File: src/rtl/decode_stage_p.sv
// decode_stage_p: pipelined MIPS decode with register file, writeback bypass and load-use interlock
module decode_stage_p #(
    parameter int DATA_W   = 32,
    parameter int NREGS    = 32,
    parameter int ZERO_REG = 1,
    localparam int REG_AW  = $clog2(NREGS)
) (
    input  logic              clk,
    input  logic              rst_n,
    input  logic              in_valid,
    output logic              in_ready,
    input  logic [31:0]       instr,
    input  logic              wb_en,
    input  logic [REG_AW-1:0] wb_addr,
    input  logic [DATA_W-1:0] wb_data,
    output logic              out_valid,
    input  logic              out_ready,
    output logic [5:0]        opcode,
    output logic [REG_AW-1:0] rs,
    output logic [REG_AW-1:0] rt,
    output logic [REG_AW-1:0] rd,
    output logic [4:0]        shamt,
    output logic [5:0]        funct,
    output logic [DATA_W-1:0] imm,
    output logic [DATA_W-1:0] read_data_1,
    output logic [DATA_W-1:0] read_data_2,
    output logic [REG_AW-1:0] dest_reg,
    output logic              reg_dest,
    output logic              branch,
    output logic              branch_ne,
    output logic              jump,
    output logic              mem_read,
    output logic              mem_to_reg,
    output logic              mem_write,
    output logic              alu_src,
    output logic              reg_write,
    output logic [2:0]        alu_op,
    output logic              illegal,
    output logic              end_program
);
    typedef struct packed {
        logic [5:0]        opcode;
        logic [REG_AW-1:0] rs, rt, rd, dest;
        logic [4:0]        shamt;
        logic [5:0]        funct;
        logic [DATA_W-1:0] imm, rd1, rd2;
        logic [8:0]        ctl;
        logic [2:0]        alu_op;
        logic              illegal;
    } bundle_t;

    bundle_t           r_b, w_b;
    logic              r_out_valid, r_end;
    logic [DATA_W-1:0] r_regs [NREGS];
    logic              w_end, w_uses_rt, w_hazard, w_accept;
    logic [DATA_W-1:0] w_sext, w_zext, w_lui, w_jimm;

    assign w_sext = DATA_W'($signed(instr[15:0]));
    assign w_zext = DATA_W'(instr[15:0]);
    assign w_lui  = DATA_W'({instr[15:0], 16'h0});
    assign w_jimm = DATA_W'(instr[25:0]);

    // ctl bits: reg_dest branch branch_ne jump mem_read mem_to_reg mem_write alu_src reg_write
    always_comb begin
        w_b        = '0;
        w_end      = 1'b0;
        w_b.opcode = instr[31:26];
        w_b.rs     = instr[21 +: REG_AW];
        w_b.rt     = instr[16 +: REG_AW];
        w_b.rd     = instr[11 +: REG_AW];
        w_b.shamt  = instr[10:6];
        w_b.funct  = instr[5:0];
        case (instr[31:26])
            6'h00: begin w_b.ctl = 9'b1_0000_0001; w_b.alu_op = 3'b010; end
            6'h23: begin w_b.ctl = 9'b0_0001_1011; w_b.imm = w_sext; end
            6'h2B: begin w_b.ctl = 9'b0_0000_0110; w_b.imm = w_sext; end
            6'h04: begin w_b.ctl = 9'b0_1000_0000; w_b.alu_op = 3'b001; w_b.imm = w_sext; end
            6'h05: begin w_b.ctl = 9'b0_1100_0000; w_b.alu_op = 3'b001; w_b.imm = w_sext; end
            6'h08: begin w_b.ctl = 9'b0_0000_0011; w_b.imm = w_sext; end
            6'h0C: begin w_b.ctl = 9'b0_0000_0011; w_b.alu_op = 3'b011; w_b.imm = w_zext; end
            6'h0D: begin w_b.ctl = 9'b0_0000_0011; w_b.alu_op = 3'b100; w_b.imm = w_zext; end
            6'h0A: begin w_b.ctl = 9'b0_0000_0011; w_b.alu_op = 3'b101; w_b.imm = w_sext; end
            6'h0F: begin w_b.ctl = 9'b0_0000_0011; w_b.alu_op = 3'b110; w_b.imm = w_lui; end
            6'h02: begin w_b.ctl = 9'b0_0010_0000; w_b.imm = w_jimm; end
            6'h3F: w_end = 1'b1;
            default: w_b.illegal = 1'b1;
        endcase
        w_b.dest = w_b.ctl[8] ? w_b.rd : w_b.rt;
        w_b.rd1  = (wb_en && wb_addr == w_b.rs && (w_b.rs != '0 || ZERO_REG == 0)) ? wb_data : r_regs[w_b.rs];
        w_b.rd2  = (wb_en && wb_addr == w_b.rt && (w_b.rt != '0 || ZERO_REG == 0)) ? wb_data : r_regs[w_b.rt];
    end

    assign w_uses_rt = instr[31:26] == 6'h00 || instr[31:26] == 6'h2B ||
                       instr[31:26] == 6'h04 || instr[31:26] == 6'h05;
    // a load still in the output stage cannot forward its data, so its consumer waits
    assign w_hazard  = in_valid && r_out_valid && r_b.ctl[4] && r_b.dest != '0 &&
                       (r_b.dest == w_b.rs || (r_b.dest == w_b.rt && w_uses_rt));
    assign in_ready  = rst_n && !r_end && !w_hazard && (!r_out_valid || out_ready);
    assign w_accept  = in_valid && in_ready;

    always_ff @(posedge clk or negedge rst_n) begin
        if (!rst_n) begin
            for (int i = 0; i < NREGS; i++) r_regs[i] <= '0;
        end else if (wb_en && (wb_addr != '0 || ZERO_REG == 0)) begin
            r_regs[wb_addr] <= wb_data;
        end
    end

    always_ff @(posedge clk or negedge rst_n) begin
        if (!rst_n) begin
            r_b         <= '0;
            r_out_valid <= 1'b0;
            r_end       <= 1'b0;
        end else begin
            if (w_accept) begin
                r_b         <= w_b;
                r_out_valid <= 1'b1;
            end else if (out_ready) begin
                r_out_valid <= 1'b0;
            end
            if (w_accept && w_end) r_end <= 1'b1;
        end
    end

    assign out_valid   = r_out_valid;
    assign end_program = r_end;
    assign opcode      = r_b.opcode;
    assign rs          = r_b.rs;
    assign rt          = r_b.rt;
    assign rd          = r_b.rd;
    assign shamt       = r_b.shamt;
    assign funct       = r_b.funct;
    assign imm         = r_b.imm;
    assign read_data_1 = r_b.rd1;
    assign read_data_2 = r_b.rd2;
    assign dest_reg    = r_b.dest;
    assign alu_op      = r_b.alu_op;
    assign illegal     = r_b.illegal;
    assign {reg_dest, branch, branch_ne, jump, mem_read, mem_to_reg, mem_write, alu_src, reg_write} = r_b.ctl;
endmodule

File: config.mk
export PLATFORM = sky130hd
export DESIGN_NAME = decode_stage_p
export DESIGN_NICKNAME = d
export VERILOG_FILES = /design/src/rtl/decode_stage_p.sv
export SDC_FILE = /design/constraint.sdc
export NUM_CORES = 2
export LEC_CHECK = 0
export CORE_AREA = 2 2 371 336
export DETAILED_ROUTE_END_ITERATION = 8
export DIE_AREA = 0 0 373 338
export HOLD_SLACK_MARGIN = 0.02
export PLACE_DENSITY = 0.67
export SETUP_SLACK_MARGIN = 0.5
export SYNTH_ARGS = -nofsm -noshare
export SYNTH_HDL_FRONTEND = slang
export SYNTH_SLANG_ARGS = --single-unit
File: constraint.sdc
create_clock -name clk -period 3.1 [get_ports clk]
set_input_delay 0.775 -clock clk [delete_from_list [all_inputs] [get_ports clk]]
set_output_delay 0.775 -clock clk [all_outputs]
set_load 0.02 [all_outputs]
==> results.txt <==
- The number of global-route vias before repair was 41470.
* Global-route wire length before repair: 292200 um
- Synthesis inferred ~1200 register bits.
- H-tree depth reported by CTS: 4
- Number of core rows: 122
* Synthesized netlist cell count: 4235
- By area the synthesized netlist is led by dfrtp_1 (48%), mux2_2 (20%), mux4_2 (17%).
- Unique masters post-synth: 54
* Cell with the most instances after synthesis: dfrtp_1
- Sequential element share of the synthesized area: 48.34%
- Start point of the critical path: dest_reg[4]
- Top-level I/O count: 223
* Slew at the pin closest to its max-slew limit: 1.202 ns
* IR Drop Worst-Case VDD: 0.5965 mV
- Overflow left after global routing: 0
- Across all register-to-register paths, the minimum setup slack is 0.45 ns.
* Floorplan die width: 373 um
- Of all flip-flops after synthesis, the portion carrying an async set or reset was 100.0%.
- Share of cells above drive strength 1: 47.80%
* Ratio of routed vias to standard cells: about 6.7
- Accumulated negative setup slack: -0.04927 ns
- GPL Wtd Cong: 0.8887
- Total GRT Usage: 31.63%
- DRC violations left: 0
- Endpoint kind of the worst setup timing path: output port
- Critical R2R Launch: dest_reg[4]
* Clock tree from TritonCTS: built
- Mean routed wirelength per cell: 32.39 um
- The register with the most flip-flops in the layout has ~1000 of them.
- Counting flops per register, the top entry is r_regs.
* Synth Flop Type: dfrtp_1
- During placement, the flow inserted port buffers numbering 222.
* CTS Sinks: 1171
- At the end of the flow, the number of nets in the layout was 4581.
- Leading area contributor after synthesis: dfrtp_1
- Number of buffers created by CTS: 131
- Max-cap violations: 0
* Area growth, synth to finish: 19.39%
- Yosys printed 0 warnings.
* Chip height: 338 um
- Of all nets on the critical path, the largest fanout is 2.
- In this run the worst hold path is classified as in -> async.
- Number of endpoints with negative hold slack in the final report: 0
* Max Freq: 317.5 MHz
- HPWL reported at the end of detailed placement: 128900 um
* P per Cell Area: 639.6 nW/um2
* Drt pass-1 iters: 6
- Area of the core region: 122300 um2
- Worst Setup Path Type: reg -> out
- The synthesized design contains 0 enable-type register cells.
* Sort of element at the start of the critical path: flop
* Count of final setup violators: 1
* Setup clock skew after layout: roughly 0.024 ns
* Failing checks: negative setup slack
- Worst slew margin relative to its limit: 19.79%
- The mapped netlist covers 60610 um2.
* Worst-case clock buffer depth: 3
- Top post-synthesis cells by count: dfrtp_1 (1171), mux2_2 (1061), mux4_2 (449)
- Avg Cell Area, Syn: 14.31 um2
- Via count of the routed design: ~42000
* Arrival time at the worst endpoint: 2.37 ns
* Final core utilization: 59.18%
- Starting utilization of the core area: 49.57%
- Worst-case setup margin in the final layout: -0.04927 ns
- The tree is rooted in a clkbuf_16.
* Post-synthesis net count: 4309
* DRC violation total after the first TritonRoute iteration: 5111
- The die covers 126100 um2.
* Post-route antenna net violation count: 0
- The run finished, with violations left.
- RSZ-0062 raised after global routing: yes
- Entering global routing, the biggest net connects 165 pins.
* Required time worst endpoint: between 2 and 2.5 ns
- Clock insertion delay at the later pin of the skew report: approximately 0.77 ns
* Initial antenna violation count: 9
* Slew Viols, Final: 0
* Pleak: 31.34 nW
* Final Critical Period: 3.149 ns
- Of the post-synthesis cell area, the dominant cell type holds 48.34%.
- Dividing the final minimum period by the clock period gives 101.6%.
* Clock slew at reported path FFs: 0.06 ns
- Wires add up to 201700 um.
-- final cells by class --
cell class,count,area [um2]
Fill cell,9375,49910
Multi-Input combinational cell,2560,29670
Sequential cell,1171,29310
Timing Repair Buffer,613,6882
Clock buffer,207,4044
Tap cell,1612,2017
Clock inverter,24,309.0
Inverter,30,112.6
Antenna cell,9,22.52
-- metrics by stage --
step / setup WS [ns] / total power, mW / hold slack (ns) / std cells / cell area (um2)
3_3_place_gp: -0.4506 / 30.01 / 0.3763 / 5961 / 67350
3_5_place_dp: -0.4312 / 30.38 / 0.3840 / 5961 / 67350
6_report: -0.04927 / 46.28 / 0.03963 / 6226 / 72360
2_1_floorplan: 0.2386 / 26.45 / 0.4413 / 4235 / 60650
4_1_cts: -0.05188 / 46.19 / 0.06279 / 6196 / 71710
5_1_grt: -0.1085 / 47.98 / 0.05977 / 6217 / 72340
-- worst max-delay path: stages, from the launching register on --
cell,delay [ns]
dfrtp_1,0.40
buf_4,0.13
or4_4,0.43
o211a_4,0.26
nand4_4,0.11
a21oi_4,0.07
nor2_4,0.09
buf_6,0.12
-- layout by cell type (no fill, tap or decap), types with 12 or more instances in the layout --
cell type	count
dfrtp_1	1169
mux2_2	1060
mux4_2	449
buf_4	250
mux2i_1	207
clkdlybuf4s50_1	163
nand2_1	157
o22ai_1	153
clkbuf_16	147
a31oi_1	122
buf_12	118
a22oi_1	57
dlygate4sd2_1	46
clkbuf_1	37
nor4_1	35
clkbuf_8	31
inv_1	30
nand4_1	29
o21ai_0	22
nor2_4	18
xor2_1	17
nor2_1	16
a21oi_1	16
nand2_2	15
a22o_1	15
mux2_4	14
a21o_1	14
nand3b_1	13
clkinv_2	13
nand3_1	12
-- per-layer routing --
| metal | up-vias | GRT usage (%) | part of all wire (%) |
|---|---|---|---|
| met1 | 22230 | 44.71 | 42 |
| li1 | 16850 | - | - |
| met2 | 2382 | 47.11 | 45 |
| met5 | - | 0 | 0.0089 |
| met3 | 447 | 8.214 | 10 |
| met4 | 4 | 12.20 | 3.8 |
-- logic make-up (layout without fill, tap and decap cells) --
family	count (synthesis)	count (layout)	synth area share, %
multiplexers	1732	1732	40.09
flip-flops	1171	1171	48.34
buffers and inverters	505	874	3.503
AO/OA/AOI/OAI	438	438	4.773
AND/OR/NAND/NOR	368	369	2.987
XOR/XNOR	21	21	0.3034
other	0	9	0
-- what timing repair did --
item / in CTS / in global routing
pin swaps: 6 / 5
setup endpoints to repair: 112 / 75
gates resized for setup: 61 / 62
setup buffers: 4 / 10
hold buffers: 0 / 0
cloned: 0 / 11
-- where the power goes --
group	total (mW)	switching, mW	internal [mW]
Clock	15.9	6.39	9.49
Sequential	20.4	2.25	18.2
Combinational	10.0	4.27	5.73
-- worst paths after layout --
| check | to | cells past startpoint |
|---|---|---|
| max | in_ready | 7 |
| min | funct[0] | 2 |
| max reg2reg | alu_op[0] | 10 |
| min reg2reg | r_regs[1008] | 0 |
| max in group asynchronous | r_regs[262] | 3 |
| min in group clk | r_regs[1008] | 0 |
(Power assumes the default switching activity.)
